<file path="config.mk">
export PLATFORM = sky130hd
export DESIGN_NAME = sram_arbiter_flat
export DESIGN_NICKNAME = d
export VERILOG_FILES = /design/src/rtl/sram_arbiter_if.sv /design/src/rtl/sram_arbiter.sv /design/src/flat_wrapper.sv
export SDC_FILE = /design/constraint.sdc
export NUM_CORES = 1
export LEC_CHECK = 0
export CORE_ASPECT_RATIO = 0.7
export CORE_MARGIN = 2
export CORE_UTILIZATION = 38
export DETAILED_ROUTE_END_ITERATION = 16
export HOLD_SLACK_MARGIN = 0.05
export PLACE_DENSITY = 0.82
export SLEW_MARGIN = 10
export SYNTH_ARGS = -nofsm -noshare
export SYNTH_HDL_FRONTEND = slang
export SYNTH_SLANG_ARGS = --single-unit
</file>
<file path="constraint.sdc">
create_clock -name clk -period 1.58 [get_ports clk]
set_input_delay 0.395 -clock clk [delete_from_list [all_inputs] [get_ports clk]]
set_output_delay 0.395 -clock clk [all_outputs]
set_load 0.02 [all_outputs]
</file>
<file path="src/rtl/sram_arbiter_if.sv">
// Bus bundle for sram_arbiter: fetch port, data port, SRAM side and status.
// The arbiter uses the slave modport; the requesters/SRAM side use master.
interface sram_arbiter_if #(
    parameter int ADDR_W = 11,
    parameter int DATA_W = 32
);
    logic              if_req;
    logic [ADDR_W-1:0] if_addr;
    logic [DATA_W-1:0] if_rdata;
    logic              if_ack;
    logic              d_req;
    logic              d_we;
    logic [ADDR_W-1:0] d_addr;
    logic [DATA_W-1:0] d_wdata;
    logic [DATA_W-1:0] d_rdata;
    logic              d_ack;
    logic              mem_en;
    logic              mem_we;
    logic [ADDR_W-1:0] mem_addr;
    logic [DATA_W-1:0] mem_wdata;
    logic [DATA_W-1:0] mem_rdata;
    logic              stall;
    logic              busy;

    modport slave (
        input  if_req, if_addr, d_req, d_we, d_addr, d_wdata, mem_rdata,
        output if_rdata, if_ack, d_rdata, d_ack,
        output mem_en, mem_we, mem_addr, mem_wdata, stall, busy
    );

    modport master (
        output if_req, if_addr, d_req, d_we, d_addr, d_wdata, mem_rdata,
        input  if_rdata, if_ack, d_rdata, d_ack,
        input  mem_en, mem_we, mem_addr, mem_wdata, stall, busy
    );
endinterface

</file>
<file path="src/rtl/sram_arbiter.sv">
// sram_arbiter: shares one single-port SRAM between a fetch port and a data
// port. One transaction at a time: IDLE -> ACCESS (WAIT_CYCLES cycles) ->
// DONE (one-cycle ack) -> IDLE.
// Optional feature: define SRAM_ARB_ROUND_ROBIN_EN to alternate ties between
// the ports; without it the data port wins every tie.
module sram_arbiter #(
    parameter int ADDR_W      = 11,
    parameter int DATA_W      = 32,
    parameter int WAIT_CYCLES = 2
) (
    input  logic         clk,
    input  logic         rst,
    sram_arbiter_if.slave bus
);
    // A wait count of zero still needs one access cycle.
    localparam int WC    = (WAIT_CYCLES < 1) ? 1 : WAIT_CYCLES;
    localparam int CNT_W = (WC > 1) ? $clog2(WC) : 1;
    localparam logic [CNT_W-1:0] CNT_LOAD = CNT_W'(WC - 1);
    localparam logic [CNT_W-1:0] CNT_ONE  = CNT_W'(1);
    localparam logic [CNT_W-1:0] CNT_ZERO = CNT_W'(0);

    typedef enum logic [1:0] {
        ST_IDLE   = 2'd0,
        ST_ACCESS = 2'd1,
        ST_DONE   = 2'd2
    } state_t;

    state_t            state_q, state_d;
    logic [CNT_W-1:0]  cnt_q, cnt_d;
    logic              own_data_q, own_data_d;   // 1: data port owns the transaction
    logic              we_q, we_d;
    logic [ADDR_W-1:0] addr_q, addr_d;
    logic [DATA_W-1:0] wdata_q, wdata_d;
    logic [DATA_W-1:0] if_rdata_q, if_rdata_d;
    logic [DATA_W-1:0] d_rdata_q, d_rdata_d;
    logic              if_ack_q, if_ack_d;
    logic              d_ack_q, d_ack_d;
    logic              mem_en_q, mem_en_d;
    logic              mem_we_q, mem_we_d;
    logic              busy_q, busy_d;
    logic              grant_data_s;

`ifdef SRAM_ARB_ROUND_ROBIN_EN
    logic              last_data_q, last_data_d; // 1: last grant went to data

    // Tie goes to the port not granted last; a lone request always wins.
    always_comb begin
        if (bus.if_req && bus.d_req) begin
            grant_data_s = ~last_data_q;
        end else begin
            grant_data_s = bus.d_req;
        end
    end
`else
    // Data port wins every tie.
    always_comb begin
        grant_data_s = bus.d_req;
    end
`endif

    // Next-state and datapath logic for the three-state access FSM.
    always_comb begin
        state_d    = state_q;
        cnt_d      = cnt_q;
        own_data_d = own_data_q;
        we_d       = we_q;
        addr_d     = addr_q;
        wdata_d    = wdata_q;
        if_rdata_d = if_rdata_q;
        d_rdata_d  = d_rdata_q;
        if_ack_d   = 1'b0;
        d_ack_d    = 1'b0;
`ifdef SRAM_ARB_ROUND_ROBIN_EN
        last_data_d = last_data_q;
`endif
        case (state_q)
            ST_IDLE: begin
                if (bus.if_req || bus.d_req) begin
                    own_data_d = grant_data_s;
                    if (grant_data_s) begin
                        addr_d  = bus.d_addr;
                        wdata_d = bus.d_wdata;
                        we_d    = bus.d_we;
                    end else begin
                        addr_d  = bus.if_addr;
                        wdata_d = {DATA_W{1'b0}};
                        we_d    = 1'b0;
                    end
                    cnt_d   = CNT_LOAD;
                    state_d = ST_ACCESS;
`ifdef SRAM_ARB_ROUND_ROBIN_EN
                    last_data_d = grant_data_s;
`endif
                end else begin
                    state_d = ST_IDLE;
                end
            end
            ST_ACCESS: begin
                if (cnt_q == CNT_ZERO) begin
                    // Last access cycle: read data is valid now; writes leave rdata alone.
                    if (!we_q && own_data_q) begin
                        d_rdata_d = bus.mem_rdata;
                    end else if (!we_q) begin
                        if_rdata_d = bus.mem_rdata;
                    end else begin
                        d_rdata_d = d_rdata_q;
                    end
                    if_ack_d = ~own_data_q;
                    d_ack_d  = own_data_q;
                    state_d  = ST_DONE;
                end else begin
                    cnt_d   = cnt_q - CNT_ONE;
                    state_d = ST_ACCESS;
                end
            end
            ST_DONE: begin
                state_d = ST_IDLE;
            end
            default: begin
                state_d = ST_IDLE;
            end
        endcase
        mem_en_d = (state_d == ST_ACCESS);
        mem_we_d = (state_d == ST_ACCESS) && we_d;
        busy_d   = (state_d != ST_IDLE);
    end

    // State and output registers with synchronous reset.
    always_ff @(posedge clk) begin
        if (rst) begin
            state_q    <= ST_IDLE;
            cnt_q      <= CNT_ZERO;
            own_data_q <= 1'b0;
            we_q       <= 1'b0;
            addr_q     <= {ADDR_W{1'b0}};
            wdata_q    <= {DATA_W{1'b0}};
            if_rdata_q <= {DATA_W{1'b0}};
            d_rdata_q  <= {DATA_W{1'b0}};
            if_ack_q   <= 1'b0;
            d_ack_q    <= 1'b0;
            mem_en_q   <= 1'b0;
            mem_we_q   <= 1'b0;
            busy_q     <= 1'b0;
`ifdef SRAM_ARB_ROUND_ROBIN_EN
            last_data_q <= 1'b1;
`endif
        end else begin
            state_q    <= state_d;
            cnt_q      <= cnt_d;
            own_data_q <= own_data_d;
            we_q       <= we_d;
            addr_q     <= addr_d;
            wdata_q    <= wdata_d;
            if_rdata_q <= if_rdata_d;
            d_rdata_q  <= d_rdata_d;
            if_ack_q   <= if_ack_d;
            d_ack_q    <= d_ack_d;
            mem_en_q   <= mem_en_d;
            mem_we_q   <= mem_we_d;
            busy_q     <= busy_d;
`ifdef SRAM_ARB_ROUND_ROBIN_EN
            last_data_q <= last_data_d;
`endif
        end
    end

    assign bus.if_rdata  = if_rdata_q;
    assign bus.if_ack    = if_ack_q;
    assign bus.d_rdata   = d_rdata_q;
    assign bus.d_ack     = d_ack_q;
    assign bus.mem_en    = mem_en_q;
    assign bus.mem_we    = mem_we_q;
    assign bus.mem_addr  = addr_q;
    assign bus.mem_wdata = wdata_q;
    assign bus.busy      = busy_q;
    // Stall is combinational so it reflects a request in the very cycle it appears.
    assign bus.stall     = (bus.if_req & ~if_ack_q) | (bus.d_req & ~d_ack_q);
endmodule

</file>
<file path="src/flat_wrapper.sv">
// flat-port wrapper written by rule: the top's interface ports become plain ports
module sram_arbiter_flat 
#(
    parameter int ADDR_W      = 11,
    parameter int DATA_W      = 32,
    parameter int WAIT_CYCLES = 2
)
  (clk, rst, bus_if_req, bus_if_addr, bus_d_req, bus_d_we, bus_d_addr, bus_d_wdata, bus_mem_rdata, bus_if_rdata, bus_if_ack, bus_d_rdata, bus_d_ack, bus_mem_en, bus_mem_we, bus_mem_addr, bus_mem_wdata, bus_stall, bus_busy);
  sram_arbiter_if #(.ADDR_W(ADDR_W), .DATA_W(DATA_W)) bus_i ();
  input  logic clk;
  input  logic rst;
  input wire logic [$bits(bus_i.if_req)-1:0] bus_if_req;
  input wire logic [$bits(bus_i.if_addr)-1:0] bus_if_addr;
  input wire logic [$bits(bus_i.d_req)-1:0] bus_d_req;
  input wire logic [$bits(bus_i.d_we)-1:0] bus_d_we;
  input wire logic [$bits(bus_i.d_addr)-1:0] bus_d_addr;
  input wire logic [$bits(bus_i.d_wdata)-1:0] bus_d_wdata;
  input wire logic [$bits(bus_i.mem_rdata)-1:0] bus_mem_rdata;
  output wire logic [$bits(bus_i.if_rdata)-1:0] bus_if_rdata;
  output wire logic [$bits(bus_i.if_ack)-1:0] bus_if_ack;
  output wire logic [$bits(bus_i.d_rdata)-1:0] bus_d_rdata;
  output wire logic [$bits(bus_i.d_ack)-1:0] bus_d_ack;
  output wire logic [$bits(bus_i.mem_en)-1:0] bus_mem_en;
  output wire logic [$bits(bus_i.mem_we)-1:0] bus_mem_we;
  output wire logic [$bits(bus_i.mem_addr)-1:0] bus_mem_addr;
  output wire logic [$bits(bus_i.mem_wdata)-1:0] bus_mem_wdata;
  output wire logic [$bits(bus_i.stall)-1:0] bus_stall;
  output wire logic [$bits(bus_i.busy)-1:0] bus_busy;
  assign bus_i.if_req = bus_if_req;
  assign bus_i.if_addr = bus_if_addr;
  assign bus_i.d_req = bus_d_req;
  assign bus_i.d_we = bus_d_we;
  assign bus_i.d_addr = bus_d_addr;
  assign bus_i.d_wdata = bus_d_wdata;
  assign bus_i.mem_rdata = bus_mem_rdata;
  assign bus_if_rdata = bus_i.if_rdata;
  assign bus_if_ack = bus_i.if_ack;
  assign bus_d_rdata = bus_i.d_rdata;
  assign bus_d_ack = bus_i.d_ack;
  assign bus_mem_en = bus_i.mem_en;
  assign bus_mem_we = bus_i.mem_we;
  assign bus_mem_addr = bus_i.mem_addr;
  assign bus_mem_wdata = bus_i.mem_wdata;
  assign bus_stall = bus_i.stall;
  assign bus_busy = bus_i.busy;
  sram_arbiter #(.ADDR_W(ADDR_W), .DATA_W(DATA_W), .WAIT_CYCLES(WAIT_CYCLES)) u_core (.clk(clk), .rst(rst), .bus(bus_i));
endmodule
</file>
==> flow_metrics.py, run 1 <==
metrics = {
    "outcome": {
        "status": "completed",
    },
    "place": {
        "gp_congestion": 0.8032,
        "dp_hpwl_mm": 9.234,
        "numPortBuffers": 203,
        "placed_cell_area_um2": 6933,
    },
    "global_routing": {
        "use_met1_pct": 24.70,
        "grt_pass1_vias": 4258,
        "grt_pass1_wl_mm": 21.06,
        "antenna_found_initial": 0,
        "grt_use_met2_pct": 34.67,
        "track_usage_pct": 20.30,
        "grt.overflow.total": 0,
        "grt_start_max_net_pins": 67,
        "grt_use_met3_pct": 6.312,
        "grt_busiest_layer": "met2",
    },
    "cts": {
        "cts_made_buffers": 17,
        "cts_tree": "yes",
        "clock_sinks": 117,
        "clockRootBuffer": "clkbuf_16",
        "cts.clk_slew.worst_paths_ns": 0.05,
        "clock_path_buffers": 2,
        "ctsHoldBuffers": 0,
        "h-tree-depth": 4,
        "clkLatencyLatePin_ns": 0.39,
    },
    "synth": {
        "synth.area.top_cells": "dfxtp_1 (50%), mux2i_1 (16%), nand2b_1 (13%)",
        "synth_area_um2": 4646,
        "synth_nets": 567,
        "ys_seq_area_share_pct": 50.42,
        "synth_cell_types": 27,
        "synth_top_area_share_pct": 50.42,
        "synth.avg_cell_area_um2": 9.760,
        "yosysWarnings": 0,
        "ys_seq_elements": 117,
        "synth_cells": 476,
        "synth.largest_area_cell": "dfxtp_1",
    },
    "critical_path": {
        "path_buf_inv": 1,
        "crit_type": "reg -> out",
        "crit_path_start_kind": "flip-flop",
        "crit_chain": "dlygate4sd2_1",
        "crit_family": "flip-flops",
        "path_max_fanout": 2,
        "cpMaxStageDelayCell": "dfxtp_1",
        "crit_path_end_kind": "output port",
        "max_stage_delay_ns": 0.37,
        "required_ns": 1.18,
        "arrival_ns": 1.11,
    },
    "job": {
        "maxCapViolCount": 0,
    },
    "layout": {
        "antenna_cells": 0,
        "finish.net_count": 773,
        "layout-area-overhead-vs-synth_pct": 59.06,
        "fill_cells": 985,
        "final_cell_area_um2": 7390,
        "drive_above_1_share_pct": 9.366,
    },
    "pwr": {
        "powerDensity_nw_per_um2": 1127,
        "finalPower_mw": 8.330,
        "leakage_nw": 3.412,
        "ir_worst_vdd_uv": 710.3,
    },
    "sta": {
        "slew_headroom_pct": 70.07,
        "tightestPinTransition_ns": 0.4376,
        "max_freq_ghz": 0.6665,
        "fin_setup_tns_ns": 0,
        "fin_crit_ns": 1.500,
        "finClkSkew_ns": 0.008335,
        "finalSetupViolCount": 0,
        "fin_crit_sh_pct": 94.96,
        "hold_violations": 0,
        "rsz0062_at_grt": "false",
        "timing.hold.ws_ns": 0.3586,
        "slew_violations": 0,
    },
    "routing": {
        "vias": 4113,
        "drc": 0,
        "wl_per_cell_um": 15.46,
        "first_pass_iters": 4,
        "antenna_left": 0,
        "via_per_inst": 4.833,
        "routed_wl_mm": 13.16,
        "drt-initial-drc-count": 167,
    },
    "die": {
        "rows": 33,
        "die_h_um": 96.51,
        "core_um2": 11810,
        "die-area_um2": 13140,
        "die_w_um": 136.2,
        "ioPinCount": 204,
        "start_util_pct": 39.34,
    },
    "worst_hold_path": {
        "holdCritPathClass": "in -> reg",
    },
}
-- routing by layer --
metal,routed length [um],vias up
li1,-,2022
met1,5863,1961
met2,6298,120
met3,859,10
met4,139,0
met5,0,-
-- worst paths after layout --
| check | from | end | slack [ns] | cells after the start |
|---|---|---|---|---|
| worst min register to register | u_core.bus.mem_wdata[24] | u_core.bus.mem_wdata[24] | 0.47 | 2 |
| worst min-delay path | rst | u_core.state_q[0] | 0.36 | 3 |
| worst max register to register | u_core.state_q[1] | u_core.bus.d_rdata[16] | 0.11 | 4 |
| worst max-delay path | u_core.bus.if_ack | bus_if_ack | 0.08 | 1 |
-- where the power goes --
part / total [mW] / switching (mW) / leakage (nW) / internal [mW]
combinational: 1.47 / 0.768 / 2.19 / 0.699
clock: 3.60 / 1.29 / 0.267 / 2.31
sequential: 3.26 / 0.108 / 0.955 / 3.16
-- sequential cells by signal, summed over array words and instances, names as in the netlist, 2 cells and up --
name                  count
u_core.state_q            2
u_core.bus.mem_wdata     32
u_core.bus.if_rdata      32
u_core.bus.d_rdata       32
u_core.bus.mem_addr      11
-- Yosys cell counts (all sizes together) --
library cell / instances
nor2: 4
dfxtp: 117
o22ai: 1
or2: 3
nor3b: 1
and2: 1
nand2b: 97
o21ai: 34
a21boi: 1
a21oi: 45
a211oi: 11
buf: 11
or4b: 1
nor3: 2
a22oi: 1
or4: 1
mux2i: 75
clkbuf: 28
a2111oi: 2
nor4: 2
inv: 3
nor4b: 1
nand2: 34
-- cells by family (layout without fill, tap and decap cells) --
family | after synthesis | count (layout) | synth area share [%]
compound gates | 95 | 95 | 11.12
buf+inv | 42 | 260 | 4.040
flops | 117 | 117 | 50.42
mux | 75 | 75 | 16.16
simple gates | 147 | 147 | 18.26
-- layout make-up --
| class | count | area [um^2] | area share, % |
|---|---|---|---|
| multi-input cells | 317 | 2141 | 28.97 |
| well taps | 157 | 196.4 | 2.658 |
| repair buffers | 226 | 2135 | 28.89 |
| inverters | 3 | 11.26 | 0.1524 |
| clock buffers | 23 | 488.0 | 6.603 |
| flip-flops and latches | 117 | 2344 | 31.71 |
| clock inverters | 8 | 75.07 | 1.016 |
-- metrics by stage --
stage,setup slack (ns),cells,utilization (%)
6_report,0.07971,851,62.58
2_1_floorplan,0.01922,476,-
4_1_cts,0.02047,851,62.51
3_3_place_gp,-0.5149,818,58.71
5_1_grt,0.008697,851,62.58
3_5_place_dp,-0.5692,818,58.71
-- repair_timing --
action                                  CTS  global route
endpoints found under the setup margin  150            15
pin swaps                                 1             0
setup buffers                             2             0
gates resized for setup                 126             3
-- cell usage in the layout, fill, tap and decap left out --
cell / netlist / routed
nor3_1: 2 / 2
mux2i_1: 75 / 75
nor4_1: 2 / 1
buf_12: 0 / 5
dfxtp_1: 117 / 116
clkbuf_8: 0 / 4
clkinv_2: 0 / 3
or4b_4: 0 / 1
or4_1: 1 / 1
nand2b_2: 1 / 1
o21ai_1: 0 / 1
a2111oi_0: 2 / 1
or2_2: 3 / 3
nand2_1: 34 / 34
a22oi_1: 1 / 1
dfxtp_2: 0 / 1
nor4_2: 0 / 1
o21ai_0: 34 / 33
inv_1: 3 / 3
clkbuf_16: 0 / 17
nor4b_4: 1 / 1
clkbuf_1: 28 / 2
nor2_2: 0 / 1
nor3b_2: 0 / 1
clkinvlp_4: 0 / 4
a21boi_1: 0 / 1
buf_4: 2 / 17
buf_8: 0 / 1
dlygate4sd2_1: 0 / 114
a2111oi_1: 0 / 1
and2_1: 1 / 1
nor2_1: 4 / 3
a211oi_1: 11 / 11
nand2b_1: 96 / 96
clkdlybuf4s50_1: 0 / 87
a21oi_1: 45 / 45
o22ai_2: 0 / 1
bufinv_16: 0 / 1
buf_6: 2 / 2
(Power assumes the default switching activity.)
==> run 2: changes to the inputs <==
Settings changed: CORE_MARGIN 2 to 4.
==> run 2 against run 1 <==
- flip-flop and latch count unchanged
- global-route usage decreased by 1.9 points
- clock power decreased by 2%
- register-to-register slack got worse by 0.02 ns
- clock skew decreased by 0.0018 ns
- largest cell class unchanged
==> flow_metrics.py, run 2 (synthesis gave the netlist of run 1 again) <==
metrics = {
    "outcome": {
        "status": "completed",
    },
    "layout": {
        "final_common_cell": "dfxtp_1",
        "finish.net_count": 770,
        "final_util_pct": 62.57,
        "layout-area-overhead-vs-synth_pct": 59.04,
        "final_cell_mix": "dfxtp_1 (117), dlygate4sd2_1 (114), nand2b_1 (96)",
        "drive_above_1_share_pct": 9.104,
        "final_cell_area_um2": 7388,
        "antenna_cells": 0,
    },
    "cts": {
        "ctsHoldBuffers": 0,
        "h-tree-depth": 4,
        "clockRootBuffer": "clkbuf_16",
        "clock_sinks": 117,
        "clock_path_buffers": 2,
        "cts_made_buffers": 17,
        "cts_tree": "yes",
        "clkLatencyLatePin_ns": 0.40,
        "cts.clk_slew.worst_paths_ns": 0.05,
    },
    "critical_path": {
        "crit_path_start_kind": "flip-flop",
        "crit_chain": "dlygate4sd2_1",
        "required_ns": 1.18,
        "crit_family": "buffers and inverters",
        "reg2reg_from": "u_core.state_q[1]",
        "crit_type": "reg -> out",
        "arrival_ns": 1.10,
        "cpMaxStageDelayCell": "dlygate4sd2_1",
        "max_stage_delay_ns": 0.38,
        "path_max_fanout": 2,
        "critPathLaunch": "u_core.bus.d_rdata[19]",
        "path_buf_inv": 1,
        "crit_path_end_kind": "output port",
    },
    "place": {
        "placed_cell_area_um2": 6963,
        "numPortBuffers": 203,
        "dp_hpwl_mm": 9.476,
        "gp_congestion": 0.8089,
    },
    "die": {
        "die-area_um2": 14090,
        "rows": 33,
        "die_h_um": 100.5,
        "ioPinCount": 204,
        "core_um2": 11810,
        "die_w_um": 140.2,
        "start_util_pct": 39.34,
    },
    "sta": {
        "max_freq_ghz": 0.6676,
        "fin_setup_tns_ns": 0,
        "timing.hold.ws_ns": 0.3472,
        "finClkSkew_ns": 0.006505,
        "slew_violations": 0,
        "fin_crit_sh_pct": 94.80,
        "fin_crit_ns": 1.498,
        "finalSetupViolCount": 0,
        "rsz0062_at_grt": "false",
        "hold_violations": 0,
        "tightestPinTransition_ns": 0.4417,
        "slew_headroom_pct": 70.52,
    },
    "routing": {
        "drc": 0,
        "drt-initial-drc-count": 169,
        "wl_per_cell_um": 15.45,
        "first_pass_iters": 4,
        "vias": 4109,
        "antenna_left": 0,
        "via_per_inst": 4.840,
        "routed_wl_mm": 13.12,
    },
    "job": {
        "maxCapViolCount": 0,
    },
    "global_routing": {
        "track_usage_pct": 18.37,
        "grt_pass1_vias": 4242,
        "antenna_found_initial": 0,
        "grt.overflow.total": 0,
        "grt_pass1_wl_mm": 21.16,
        "grt_start_max_net_pins": 55,
    },
    "worst_hold_path": {
        "holdCritPathClass": "in -> reg",
        "hp-start": "rst",
    },
    "pwr": {
        "ir_worst_vdd_uv": 781.7,
        "powerDensity_nw_per_um2": 1116,
        "leakage_nw": 3.402,
        "finalPower_mw": 8.249,
    },
}
## run 2: changes by cell type in the layout (fill, tap and decap cells not counted), sizes merged
| cell | delta |
|---|---|
| clkinv | +4 |
| clkinvlp | +1 |
| clkbuf | -4 |
| buf | -3 |
## run 2: final timing paths
kind	end	slack, ns	cells after the start
setup / recovery	bus_d_rdata[19]	0.08	1
hold / removal	u_core.state_q[0]	0.35	3
hold reg to reg	u_core.bus.if_rdata[3]	0.47	2
setup reg to reg	u_core.bus.d_rdata[12]	0.09	4
## run 2: area by class of cell
type                       count  area, um^2
sequential                   117        2342
clock inverter                13       110.1
inverter                       3       11.26
multi-input combinational    317        2143
clock buffer                  19       442.9
fill                        1026        4420
timing repair buffer         223        2142
tap                          157       196.4
## run 2: power by group
group	internal [mW]	switching, mW	leakage [nW]
Sequential	3.15	0.107	0.955
Combinational	0.701	0.763	2.19
Clock	2.19	1.33	0.261
Total	6.04	2.20	3.40
## run 2: metrics by stage
| stage | setup WS, ns | instances |
|---|---|---|
| floorplan | 0.01922 | 476 |
| global placement | -0.5148 | 817 |
| detailed placement | -0.5567 | 817 |
| CTS | 0.05987 | 849 |
| global route | 0.008812 | 849 |
| finish | 0.08221 | 849 |
## run 2: timing repair
action | 4_1_cts | 5_1_grt
endpoints found under the hold margin | 0 | 0
setup buffers | 0 | 0
resized for setup | 125 | 0
setup endpoints to repair | 158 | 0
## run 2: metal layers
metal,vias up,global-route usage (%),routed length (um)
li1,2032,-,-
met1,1925,22.56,5959
met2,134,30.66,6134
met3,18,5.026,761
met4,0,7.669,265
met5,-,0,0
==> run 3: changes to the inputs <==
--- a/config.mk
+++ b/config.mk
@@ -8,4 +8,4 @@
 export CORE_ASPECT_RATIO = 0.7
-export CORE_MARGIN = 4
 export CORE_UTILIZATION = 38
+export CTS_CLUSTER_SIZE = 25
 export DETAILED_ROUTE_END_ITERATION = 16
==> constraint.sdc (replaced) <==
create_clock -name clk -period 1.58 [get_ports clk]
set_input_delay 0.316 -clock clk [delete_from_list [all_inputs] [get_ports clk]]
set_output_delay 0.316 -clock clk [all_outputs]
set_load 0.02 [all_outputs]
==> run 3 against run 2 <==
- register-to-register slack got worse by 0.02 ns
- global-route usage rose by 1.8 points
- first-iteration DRC count fell by 22%
- sequential share of layout area rose by 0.15 points
- highest routed layer unchanged
- clock skew rose by 0.0022 ns
- utilization fell by 0.30 points
- largest cell class unchanged
==> flow_metrics.py, run 3 (synthesis gave the netlist of run 1 again) <==
metrics = {
    "sta": {
        "slew_violations": 0,
        "fin_crit_ns": 1.534,
        "fin_crit_sh_pct": 97.06,
        "rsz0062_at_grt": "false",
        "finalSetupViolCount": 0,
        "hold_violations": 0,
        "finClkSkew_ns": 0.008723,
        "max_freq_ghz": 0.6521,
        "fin_setup_tns_ns": 0,
        "slew_headroom_pct": 69.38,
        "tightestPinTransition_ns": 0.4588,
        "setup_ws_ns": 0.04648,
    },
    "routing": {
        "antenna_left": 0,
        "routed_wl_mm": 12.74,
        "vias": 4105,
        "via_per_inst": 4.847,
        "drc": 0,
        "wl_per_cell_um": 15.04,
        "first_pass_iters": 4,
        "drt-initial-drc-count": 132,
    },
    "cts": {
        "post_cts_buffers": 0,
        "clockRootBuffer": "clkbuf_16",
        "clock_sinks": 117,
        "cts_resized": 119,
        "cts.clk_slew.worst_paths_ns": 0.05,
        "cts_made_buffers": 17,
        "h-tree-depth": 4,
        "cts_tree": "yes",
        "clkLatencyLatePin_ns": 0.39,
        "clock_path_buffers": 2,
        "ctsHoldBuffers": 0,
    },
    "place": {
        "numPortBuffers": 203,
        "dp_slack_ns": -0.5058,
        "gp_congestion": 0.8058,
        "dp_cells": 816,
        "dp_hpwl_mm": 8.991,
    },
    "layout": {
        "final_common_cell": "dfxtp_1",
        "drive_above_1_share_pct": 8.696,
        "final_cells": 847,
        "final_cell_mix": "dfxtp_1 (117), dlygate4sd2_1 (112), nand2b_1 (96)",
        "antenna_cells": 0,
        "fill_cells": 1011,
        "final_util_pct": 62.27,
        "layout-area-overhead-vs-synth_pct": 58.28,
        "finish.net_count": 769,
    },
    "critical_path": {
        "crit_family": "buffers and inverters",
        "path_buf_inv": 3,
        "required_ns": 1.26,
        "cpMaxStageDelayCell": "clkdlybuf4s50_1",
        "path_max_fanout": 2,
        "crit_chain": "clkdlybuf4s50_1 -> inv_1 -> o22ai_1 -> buf_2",
        "crit_path_end_kind": "output port",
        "max_stage_delay_ns": 0.49,
        "crit_path_start_kind": "input port",
        "crit_type": "in -> out",
        "arrival_ns": 1.22,
    },
    "outcome": {
        "status": "completed",
    },
    "die": {
        "die_w_um": 134.2,
        "die_h_um": 94.51,
        "die-area_um2": 12680,
        "rows": 33,
        "core_um2": 11810,
        "ioPinCount": 204,
        "start_util_pct": 39.34,
    },
    "pwr": {
        "ir_worst_vdd_uv": 677.5,
        "leakage_nw": 3.391,
        "powerDensity_nw_per_um2": 1122,
    },
    "global_routing": {
        "grt_pass1_wl_mm": 20.20,
        "grt_pass1_vias": 4066,
        "grt_start_max_net_pins": 105,
        "antenna_found_initial": 0,
        "track_usage_pct": 20.18,
        "grt.overflow.total": 0,
    },
    "worst_hold_path": {
        "holdCritPathClass": "in -> reg",
    },
    "job": {
        "maxCapViolCount": 0,
    },
}
==> run 3: cell count changes in the layout (fill, tap and decap cells not counted), sizes merged <==
cell	previous run	this run
buf	22	21
dlygate4sd2	114	112
clkbuf	19	22
clkinv	7	6
clkdlybuf4s50	87	89
clkinvlp	5	2
==> run 3: report_power, final <==
part	switching [mW]	internal, mW
Sequential	0.101	3.16
Combinational	0.764	0.693
Clock	1.27	2.26
Total	2.13	6.11
==> run 3: final cells by class <==
type                    instances  area (um^2)  area share [%]
clock inverters                 9        78.83           1.072
inverters                       3        11.26          0.1531
well taps                     157        196.4           2.671
clock buffers                  22        474.2           6.449
flip-flops and latches        117         2342           31.85
multi-input cells             317         2141           29.11
repair buffers                222         2110           28.69
==> run 3: metal layers <==
| metal | routed length, um | track usage, % | vias up | share of wire [%] |
|---|---|---|---|---|
| li1 | - | - | 2017 | - |
| met5 | 0 | 0 | - | 0 |
| met3 | 687 | 5.207 | 15 | 5.4 |
| met4 | 137 | 7.491 | 0 | 1.1 |
| met2 | 6121 | 34.15 | 131 | 48 |
| met1 | 5797 | 24.85 | 1942 | 45 |
==> run 3: path summary, 6_finish.rpt <==
kind                             from                       end  slack [ns]  cells past startpoint
max                        bus_if_req                 bus_stall        0.05                      4
min                               rst         u_core.bus.mem_en        0.19                      2
max reg2reg         u_core.state_q[1]     u_core.bus.d_rdata[9]        0.07                      4
min reg2reg  u_core.bus.mem_wdata[10]  u_core.bus.mem_wdata[10]        0.47                      2
==> run 3: per-stage QoR <==
step	power, mW	area (um^2)	hold WS, ns
2_1_floorplan	4.087	4647	0.4333
3_3_place_gp	4.855	6924	0.4561
3_5_place_dp	4.899	6924	0.4633
4_1_cts	8.346	7341	0.1589
5_1_grt	8.611	7353	0.1690
6_report	8.248	7353	0.1866
==> run 3: worst register-to-register path, cell delays in order, from the launching register on <==
cell,delay (ns)
dfxtp_1,0.31
nand2b_2,0.21
or4b_1,0.53
buf_12,0.19
mux2i_1,0.14
